## config.mk

```make
export PLATFORM = sky130hd
export DESIGN_NAME = problem6_demux_flat
export DESIGN_NICKNAME = d
export VERILOG_FILES = /design/src/rtl/problem6_demux_pkg.sv /design/src/rtl/problem6_demux_if.sv /design/src/rtl/problem6_demux_slot.sv /design/src/rtl/problem6_demux.sv /design/src/flat_wrapper.sv
export SDC_FILE = /design/constraint.sdc
export NUM_CORES = 1
export LEC_CHECK = 0
export CAP_MARGIN = 40
export CORE_MARGIN = 3
export CORE_UTILIZATION = 39
export CTS_CLUSTER_DIAMETER = 80
export DETAILED_ROUTE_END_ITERATION = 8
export HOLD_SLACK_MARGIN = 0.1
export PLACE_DENSITY = 0.82
export SLEW_MARGIN = 20
export SYNTH_ARGS = -nofsm -noshare
export SYNTH_HDL_FRONTEND = slang
export SYNTH_SLANG_ARGS = --single-unit
```

## constraint.sdc

```tcl
create_clock -name i_clk -period 2.17 [get_ports i_clk]
set_clock_uncertainty 0.2 [all_clocks]
set_input_delay 0.434 -clock i_clk [delete_from_list [all_inputs] [get_ports i_clk]]
set_output_delay 0.434 -clock i_clk [all_outputs]
set_load 0.02 [all_outputs]
```

## src/rtl/problem6_demux_pkg.sv

```systemverilog
// Shared constants for the 1-to-4 registered distributor.
// Channel count, control width, mode encodings and a one-hot decode helper.
package problem_pkg;

  localparam int NCH    = 4;
  localparam int CTRL_W = 2;

  localparam logic MODE_ADDR = 1'b0;
  localparam logic MODE_ROT  = 1'b1;

  function automatic logic [NCH-1:0] onehot(input logic [CTRL_W-1:0] idx);
    onehot      = '0;
    onehot[idx] = 1'b1;
  endfunction

endpackage

```

## src/rtl/problem6_demux_if.sv

```systemverilog
// Producer and consumer bundle for problem6_demux.
// Signal names are written from the distributor's point of view.
interface problem6_demux_if #(
  parameter int WIDTH = 16
);

  logic [WIDTH-1:0] i_data;
  logic             i_valid;
  logic             o_ready;
  logic [1:0]       i_ctrl;
  logic             i_mode;

  logic [WIDTH-1:0] o_data_0;
  logic [WIDTH-1:0] o_data_1;
  logic [WIDTH-1:0] o_data_2;
  logic [WIDTH-1:0] o_data_3;
  logic             o_valid_0;
  logic             o_valid_1;
  logic             o_valid_2;
  logic             o_valid_3;
  logic             i_ack_0;
  logic             i_ack_1;
  logic             i_ack_2;
  logic             i_ack_3;
  logic [1:0]       o_ptr;

  modport slave (
    input  i_data, i_valid, i_ctrl, i_mode,
    input  i_ack_0, i_ack_1, i_ack_2, i_ack_3,
    output o_ready, o_ptr,
    output o_data_0, o_data_1, o_data_2, o_data_3,
    output o_valid_0, o_valid_1, o_valid_2, o_valid_3
  );

  modport master (
    output i_data, i_valid, i_ctrl, i_mode,
    output i_ack_0, i_ack_1, i_ack_2, i_ack_3,
    input  o_ready, o_ptr,
    input  o_data_0, o_data_1, o_data_2, o_data_3,
    input  o_valid_0, o_valid_1, o_valid_2, o_valid_3
  );

endinterface

```

## src/rtl/problem6_demux_slot.sv

```systemverilog
// One output holding slot: keeps a word until its consumer acknowledges it.
// A load in the same cycle as an ack replaces the word and keeps the slot full.
module demux_slot #(
  parameter int WIDTH = 16
) (
  input  logic             i_clk,
  input  logic             i_rst,
  input  logic             i_load,
  input  logic             i_ack,
  input  logic [WIDTH-1:0] i_din,
  output logic [WIDTH-1:0] o_dout,
  output logic             o_valid,
  output logic             o_ready
);

  logic [WIDTH-1:0] r_data;
  logic             r_valid;

  always_ff @(posedge i_clk) begin
    if (i_rst) begin
      r_data  <= '0;
      r_valid <= 1'b0;
    end else if (i_load) begin
      r_data  <= i_din;
      r_valid <= 1'b1;
    end else if (i_ack && r_valid) begin
      // data is left in place; only the full flag drops
      r_valid <= 1'b0;
    end
  end

  assign o_dout  = r_data;
  assign o_valid = r_valid;
  assign o_ready = !r_valid || i_ack;

endmodule

```

## src/rtl/problem6_demux.sv

```systemverilog
// Registered 1-to-4 distributor: steers each accepted word into the slot chosen
// by i_ctrl (addressed mode) or by the round-robin pointer (rotate mode).
module problem6_demux
  import problem_pkg::*;
#(
  parameter int WIDTH = 16
) (
  input  logic             i_clk,
  input  logic             i_rst,
  problem6_demux_if.slave  bus
);

  logic [CTRL_W-1:0] r_ptr;
  logic [CTRL_W-1:0] w_sel;
  logic [NCH-1:0]    w_ack;
  logic [NCH-1:0]    w_load;
  logic [NCH-1:0]    w_slot_valid;
  logic [NCH-1:0]    w_slot_ready;
  logic [WIDTH-1:0]  w_dout [NCH];
  logic              w_ready;
  logic              w_accept;

  assign w_ack    = {bus.i_ack_3, bus.i_ack_2, bus.i_ack_1, bus.i_ack_0};
  assign w_sel    = (bus.i_mode == MODE_ROT) ? r_ptr : bus.i_ctrl;
  assign w_ready  = w_slot_ready[w_sel];
  assign w_accept = bus.i_valid && w_ready && !i_rst;
  assign w_load   = w_accept ? onehot(w_sel) : '0;

  for (genvar n = 0; n < NCH; n++) begin : g_slot
    demux_slot #(.WIDTH(WIDTH)) u_slot (
      .i_clk   (i_clk),
      .i_rst   (i_rst),
      .i_load  (w_load[n]),
      .i_ack   (w_ack[n]),
      .i_din   (bus.i_data),
      .o_dout  (w_dout[n]),
      .o_valid (w_slot_valid[n]),
      .o_ready (w_slot_ready[n])
    );
  end

  // Strict rotation: the pointer never skips a busy slot, it just waits.
  always_ff @(posedge i_clk) begin
    if (i_rst) begin
      r_ptr <= '0;
    end else if (w_accept && bus.i_mode == MODE_ROT) begin
      r_ptr <= r_ptr + 1'b1;
    end
  end

  assign bus.o_ready   = w_ready;
  assign bus.o_ptr     = r_ptr;
  assign bus.o_data_0  = w_dout[0];
  assign bus.o_data_1  = w_dout[1];
  assign bus.o_data_2  = w_dout[2];
  assign bus.o_data_3  = w_dout[3];
  assign bus.o_valid_0 = w_slot_valid[0];
  assign bus.o_valid_1 = w_slot_valid[1];
  assign bus.o_valid_2 = w_slot_valid[2];
  assign bus.o_valid_3 = w_slot_valid[3];

endmodule

```

## src/flat_wrapper.sv

```systemverilog
// flat-port wrapper written by rule: the top's interface ports become plain ports
module problem6_demux_flat import problem_pkg::*;
#(
  parameter int WIDTH = 16
)
  (i_clk, i_rst, bus_i_data, bus_i_valid, bus_i_ctrl, bus_i_mode, bus_i_ack_0, bus_i_ack_1, bus_i_ack_2, bus_i_ack_3, bus_o_ready, bus_o_ptr, bus_o_data_0, bus_o_data_1, bus_o_data_2, bus_o_data_3, bus_o_valid_0, bus_o_valid_1, bus_o_valid_2, bus_o_valid_3);
  problem6_demux_if #(.WIDTH(WIDTH)) bus_i ();
  input  logic i_clk;
  input  logic i_rst;
  input wire logic [$bits(bus_i.i_data)-1:0] bus_i_data;
  input wire logic [$bits(bus_i.i_valid)-1:0] bus_i_valid;
  input wire logic [$bits(bus_i.i_ctrl)-1:0] bus_i_ctrl;
  input wire logic [$bits(bus_i.i_mode)-1:0] bus_i_mode;
  input wire logic [$bits(bus_i.i_ack_0)-1:0] bus_i_ack_0;
  input wire logic [$bits(bus_i.i_ack_1)-1:0] bus_i_ack_1;
  input wire logic [$bits(bus_i.i_ack_2)-1:0] bus_i_ack_2;
  input wire logic [$bits(bus_i.i_ack_3)-1:0] bus_i_ack_3;
  output wire logic [$bits(bus_i.o_ready)-1:0] bus_o_ready;
  output wire logic [$bits(bus_i.o_ptr)-1:0] bus_o_ptr;
  output wire logic [$bits(bus_i.o_data_0)-1:0] bus_o_data_0;
  output wire logic [$bits(bus_i.o_data_1)-1:0] bus_o_data_1;
  output wire logic [$bits(bus_i.o_data_2)-1:0] bus_o_data_2;
  output wire logic [$bits(bus_i.o_data_3)-1:0] bus_o_data_3;
  output wire logic [$bits(bus_i.o_valid_0)-1:0] bus_o_valid_0;
  output wire logic [$bits(bus_i.o_valid_1)-1:0] bus_o_valid_1;
  output wire logic [$bits(bus_i.o_valid_2)-1:0] bus_o_valid_2;
  output wire logic [$bits(bus_i.o_valid_3)-1:0] bus_o_valid_3;
  assign bus_i.i_data = bus_i_data;
  assign bus_i.i_valid = bus_i_valid;
  assign bus_i.i_ctrl = bus_i_ctrl;
  assign bus_i.i_mode = bus_i_mode;
  assign bus_i.i_ack_0 = bus_i_ack_0;
  assign bus_i.i_ack_1 = bus_i_ack_1;
  assign bus_i.i_ack_2 = bus_i_ack_2;
  assign bus_i.i_ack_3 = bus_i_ack_3;
  assign bus_o_ready = bus_i.o_ready;
  assign bus_o_ptr = bus_i.o_ptr;
  assign bus_o_data_0 = bus_i.o_data_0;
  assign bus_o_data_1 = bus_i.o_data_1;
  assign bus_o_data_2 = bus_i.o_data_2;
  assign bus_o_data_3 = bus_i.o_data_3;
  assign bus_o_valid_0 = bus_i.o_valid_0;
  assign bus_o_valid_1 = bus_i.o_valid_1;
  assign bus_o_valid_2 = bus_i.o_valid_2;
  assign bus_o_valid_3 = bus_i.o_valid_3;
  problem6_demux #(.WIDTH(WIDTH)) u_core (.i_clk(i_clk), .i_rst(i_rst), .bus(bus_i));
endmodule
```

==> Word level (Yosys, flattened, before mapping) <==
Index checks and enable logic that the tools add are counted.
{ "totals": {"in_bits": 26, "mem_count": 0, "ramBits": 0, "word_cells": 47, "reg_bits": 70, "out_inout_bits": 71, "latchBits": 0, "mem_bits_ro": 0} }
{ "op_classes": {"n_lt_le_gt_ge": 2, "reduce_logical": 21, "bitwise": 0, "muxes": 14, "n_shift": 0, "add_sub_neg": 1, "n_mul": 0, "eq_ne": 0, "n_div": 0} }
{ "ops": {"columns": ["operator", "n"], "rows": [
  ["two-way mux 1 bit", 10],
  ["logical AND 1 bit", 8],
  ["nonzero test 2 bit", 4],
  ["zero test 1 bit", 5],
  ["logical OR 1 bit", 4],
  ["two-way mux 4 bit", 1],
  ["less-than comparator 2 x 3 -> 1 bit (second input constant)", 1],
  ["adder 2 x 1 -> 2 bit (second input constant)", 1],
  ["binary-select mux 1 bit (select 2 bit)", 1],
  ["demux 1 bit (select 2 bit)", 1],
  ["greater-or-equal comparator 2 x 1 -> 1 bit (second input constant)", 1],
  ["two-way mux 2 bit", 1]
]} }

==> Depth between registers and ports, before layout <==
{ "depth": {"depth_word": 8, "mapped_depth": 8, "depth_no_buf": 5} }

==> Modules after synthesis <==
A second synthesis with hierarchy kept.
{ "unflattened": {"hier_cells": 246, "area_unflattened_um2": 2671.3} }
{ "by_module_without_submodules": {"columns": ["mod", "seq_area_each_um2", "instances", "area_each_um2", "cells_per_inst"], "rows": [
  ["demux_slot", 340.3, 4, 616.8, 56],
  ["problem6_demux", 40.0, 1, 203.9, 22]
]} }

==> Least setup slack after synthesis <==
Ideal clock, no wire load.
{ "synth_timing": {"kind": "flip-flop to flip-flop", "from": "reg u_core.r_ptr[1], in the netlist u_core.bus.o_ptr[1]", "to": "reg u_core.g_slot[2].u_slot.r_data[10]", "n_path_buf": 3, "slack_ns": 0.010, "stages_incl_launch_ff": 9, "arrival_time_ns": 1.828, "period_less_slack_ns": 2.160, "setup_ns": 0.132, "required_ns": 1.838, "path_cell_list": "dfxtp_1 > mux2i_1 > or3b_1 > buf_2 > or3_1 > buf_2 > buf_6 > nand2_1 > a21oi_1"} }
{ "synth_between": {"elab_chain_cells": 6, "word_cells_on_any_way": 11, "cone_classes": "order compare: 2; mux: 6; reduce/logical: 3"} }
{ "synth_lines": {"columns": ["item", "line_no", "text"], "rows": [
  ["start, declared", "problem6_demux.sv:13", "logic [CTRL_W-1:0] r_ptr;"],
  ["start signal, assigned", "problem6_demux.sv:47", "r_ptr <= r_ptr + 1'b1;"],
  ["two-way mux 2 bit *", "problem6_demux.sv:24", "assign w_sel = (bus.i_mode == MODE_ROT) ? r_ptr : bus.i_ctrl;"],
  ["less-than comparator 2 x 3 -> 1 bit (not written as such), or another cell as far along", "problem6_demux_pkg.sv:13", "onehot[idx] = 1'b1;"],
  ["logical AND 1 bit (not written as such) / two-way mux 1 bit (equally long branches)", "problem6_demux_pkg.sv:13, problem6_demux.sv:25", null],
  ["two-way mux 1 bit (not written as such) / logical AND 1 bit (equally long branches)", "problem6_demux_pkg.sv:13, problem6_demux.sv:26", null],
  ["demux 1 bit (select 2 bit) / logical AND 1 bit (equally long branches)", null, null],
  ["two-way mux 4 bit *", "problem6_demux.sv:27", "assign w_load = w_accept ? onehot(w_sel) : '0;"],
  ["end signal, assigned", "problem6_demux_slot.sv:24", "r_data <= i_din;"],
  ["end, declared", "problem6_demux_slot.sv:16", "logic [WIDTH-1:0] r_data;"]
]} }
Mark *: on every way between the ends. The rest lies on a longest branch, timed or not. The select of a mux whose other input is x is not followed.
A chain may end at the register's enable or synchronous reset.

==> Worst setup path in the final report <==
{ "layout_timing": {"from": "in bus_i_ack_2", "to": "out bus_o_ready"} }
{ "layout_between": {"elab_chain_cells": 3} }
{ "layout_lines": {"columns": ["item", "line_no", "text"], "rows": [
  ["start, declared", "flat_wrapper.sv:16", "input wire logic [$bits(bus_i.i_ack_2)-1:0] bus_i_ack_2;"],
  ["logical OR 1 bit", "problem6_demux_slot.sv:34", "assign o_ready = !r_valid || i_ack;"],
  ["binary-select mux 1 bit (select 2 bit)", "problem6_demux.sv:25", "assign w_ready = w_slot_ready[w_sel];"],
  ["two-way mux 1 bit (not written as such)", "problem6_demux.sv:25", null],
  ["end, declared", "flat_wrapper.sv:18", "output wire logic [$bits(bus_i.o_ready)-1:0] bus_o_ready;"]
]} }
No other way between the ends. The select of a mux whose other input is x is not followed.

==> reports/results.txt <==
port bufs - 96
initial DRC count - 101
ANT nets after route - 0
grt ovf - 0
Rel. slew slack - 52.0%
Worst Path Required - 1.54 ns
total wire length - 7180 um
initial core utilization - 41.7%
synthesized flop and latch total - 70
Crit Path Category - primary input to primary output
commonest non-fill, non-tap cell in the layout - clkdlybuf4s50_1
total nets after synthesis - 306
fill count - 491
Setup-failing EPs final - 0
critical path data arrival time - 1.47 ns
First-pass DRT Iterations - 4
Design Area, Final - 4060 um^2
post-DR vias/cell - 4.86
Core Util, Final - 65.9%
clk sinks - 70
endpoint type of the worst setup path - primary output
layout cells sized above 1 - 11.6%
Final Max Slew Viols - 0
Post-DP Area - 3720 um^2
Worst Hold Class - flip-flop to flip-flop
register area - 1400 um^2
core area - 6170 um^2
Syn Area/Cell - 9.18 um^2
Syn Inst Count - 280
DR WL/cell - 15.2 um
total number of vias - 2292
row count - 28
final hold vios - 0
vias in the first global route - 2221
first-pass GRT wire length - 11100 um
Ports - 97
min cycle time layout - 2.10 ns
CP Max Fanout - 2
dpl cells - 451
pin count of the biggest net entering global routing - 72
Finished Layout Cells - 472
CTS max path bufs - 2
maximum vdd drop - 442 uV
final period utilization - 97.0%
Layout Nets - 418
Multi-input gate area - 1100 um^2
total power - 2.90 mW
Root Driver - clkbuf_8
H-tree levels - 3
Die Height - 87.2 um
Reg clk slew, reported paths - 0.07 ns
TNS Setup - 0 ns
Least-Margin Pin Slew - 0.719 ns
number of CTS-inserted buffers - 9
Seq/Total Area, Yosys - 54.5%
Die Span X - 87.2 um
CTS hold repair buffers - 0
final worst slack - 0.0654 ns
RD Place Congestion - 0.784
synth unique cells - 22
power per cell area - 713 nW/um^2
synth warn - 0
fmax - 475 MHz
die area - 7600 um^2
Detail Placement HPWL - 4930 um
RSZ-0062 raised after global routing - false
Leakage Power - 1.56 nW
CTS tree - built
most frequent cells in the layout - 91 x clkdlybuf4s50_1, 70 x dfxtp_1, 66 x nand2_1
Syn Std Cell Area - 2570 um^2
Critical Path Start Type - primary input
GRT Total Usage - 19.0%
Hold WS - 0.255 ns
Post-Place Worst Slack - -0.673 ns
area delta synth->final - 58.1%
number of diodes - 0
Clk Latency, worst-skew pair - 0.33 ns
maxcap violations - 0
outcome - finished, final reports clean
DR DRC count - 0
initial antenna violation count - 0
==> layer usage <==
| metal | routed length, um | global-route usage, % | part of all wire [%] |
|---|---|---|---|
| met5 | 0 | 0 | 0 |
| met3 | 360 | 4.73 | 5.0 |
| met1 | 3200 | 23.8 | 45 |
| met2 | 3390 | 30.8 | 47 |
| met4 | 226 | 8.79 | 3.1 |
==> worst max-delay path: stages <==
cell and delay [ns]:
clkdlybuf4s50_1 0.42, nand2b_1 0.18, mux2i_2 0.18, mux2i_1 0.10, buf_4 0.16
==> synth_stat cells <==
cell type / instances / share of area [%]
nand2_1: 66 / 9.6
or3_1: 1 / 0.24
nand3b_1: 2 / 0.58
mux2i_1: 38 / 15
buf_6: 2 / 0.88
mux2_2: 1 / 0.44
and3b_1: 1 / 0.34
a21oi_2: 1 / 0.34
and3_1: 1 / 0.24
clkbuf_1: 10 / 1.5
or3b_1: 1 / 0.34
nor2_4: 1 / 0.44
dfxtp_1: 70 / 55
o22ai_1: 1 / 0.24
nand3_1: 2 / 0.39
buf_2: 6 / 1.2
a21oi_1: 35 / 6.8
inv_1: 1 / 0.15
nand2b_1: 6 / 1.5
nor3_4: 1 / 0.63
nor2_1: 32 / 4.7
nor2b_1: 1 / 0.24
==> area by class of cell <==
class	count	share of cell area, %
repair buffers	119	30.4
clock buffers	12	3.33
clock inverters	4	2.34
well taps	75	2.31
inverters	1	0.0924
flip-flops and latches	70	34.5
multi-input cells	191	27.0
==> registers in the layout, indices dropped and copies added, names as in the netlist <==
register / flops
u_core.bus.o_ptr: 2
u_core.g_slot.u_slot.o_dout: 64
u_core.g_slot.u_slot.o_valid: 4
==> report_power, final <==
group	internal [mW]	total [mW]	leakage, nW	switching, mW
Clock	0.764	1.21	0.115	0.448
Combinational	0.174	0.349	0.880	0.175
Sequential	1.32	1.34	0.567	0.0187
Total	2.26	2.90	1.56	0.642
==> what timing repair did <==
action                     in CTS  in global routing
setup endpoints to repair      67                 21
hold endpoints to repair        0                  0
buffers inserted                4                  0
cloned                          2                  0
gates resized for setup        20                  2
pin swaps                       2                  2
==> cell families after synthesis <==
| group | Yosys count | synth area share [%] |
|---|---|---|
| and+or+nand+nor | 115 | 19.2 |
| DFF | 70 | 54.5 |
| muxes | 39 | 15.2 |
| AOI/OAI and AO/OA | 37 | 7.40 |
| buffers and inverters | 19 | 3.65 |
==> final timing paths <==
kind | slack, ns | cells past startpoint | end | from
worst min register to register | 0.25 | 2 | u_core.g_slot[2].u_slot.o_dout[10] | u_core.g_slot[2].u_slot.o_dout[10]
worst max-delay path | 0.07 | 5 | bus_o_ready | bus_i_ack_2
worst min-delay path | 0.25 | 2 | u_core.g_slot[2].u_slot.o_dout[10] | u_core.g_slot[2].u_slot.o_dout[10]
worst max register to register | 0.15 | 8 | u_core.g_slot[3].u_slot.o_dout[9] | u_core.bus.o_ptr[1]
(Power assumes the default switching activity.)
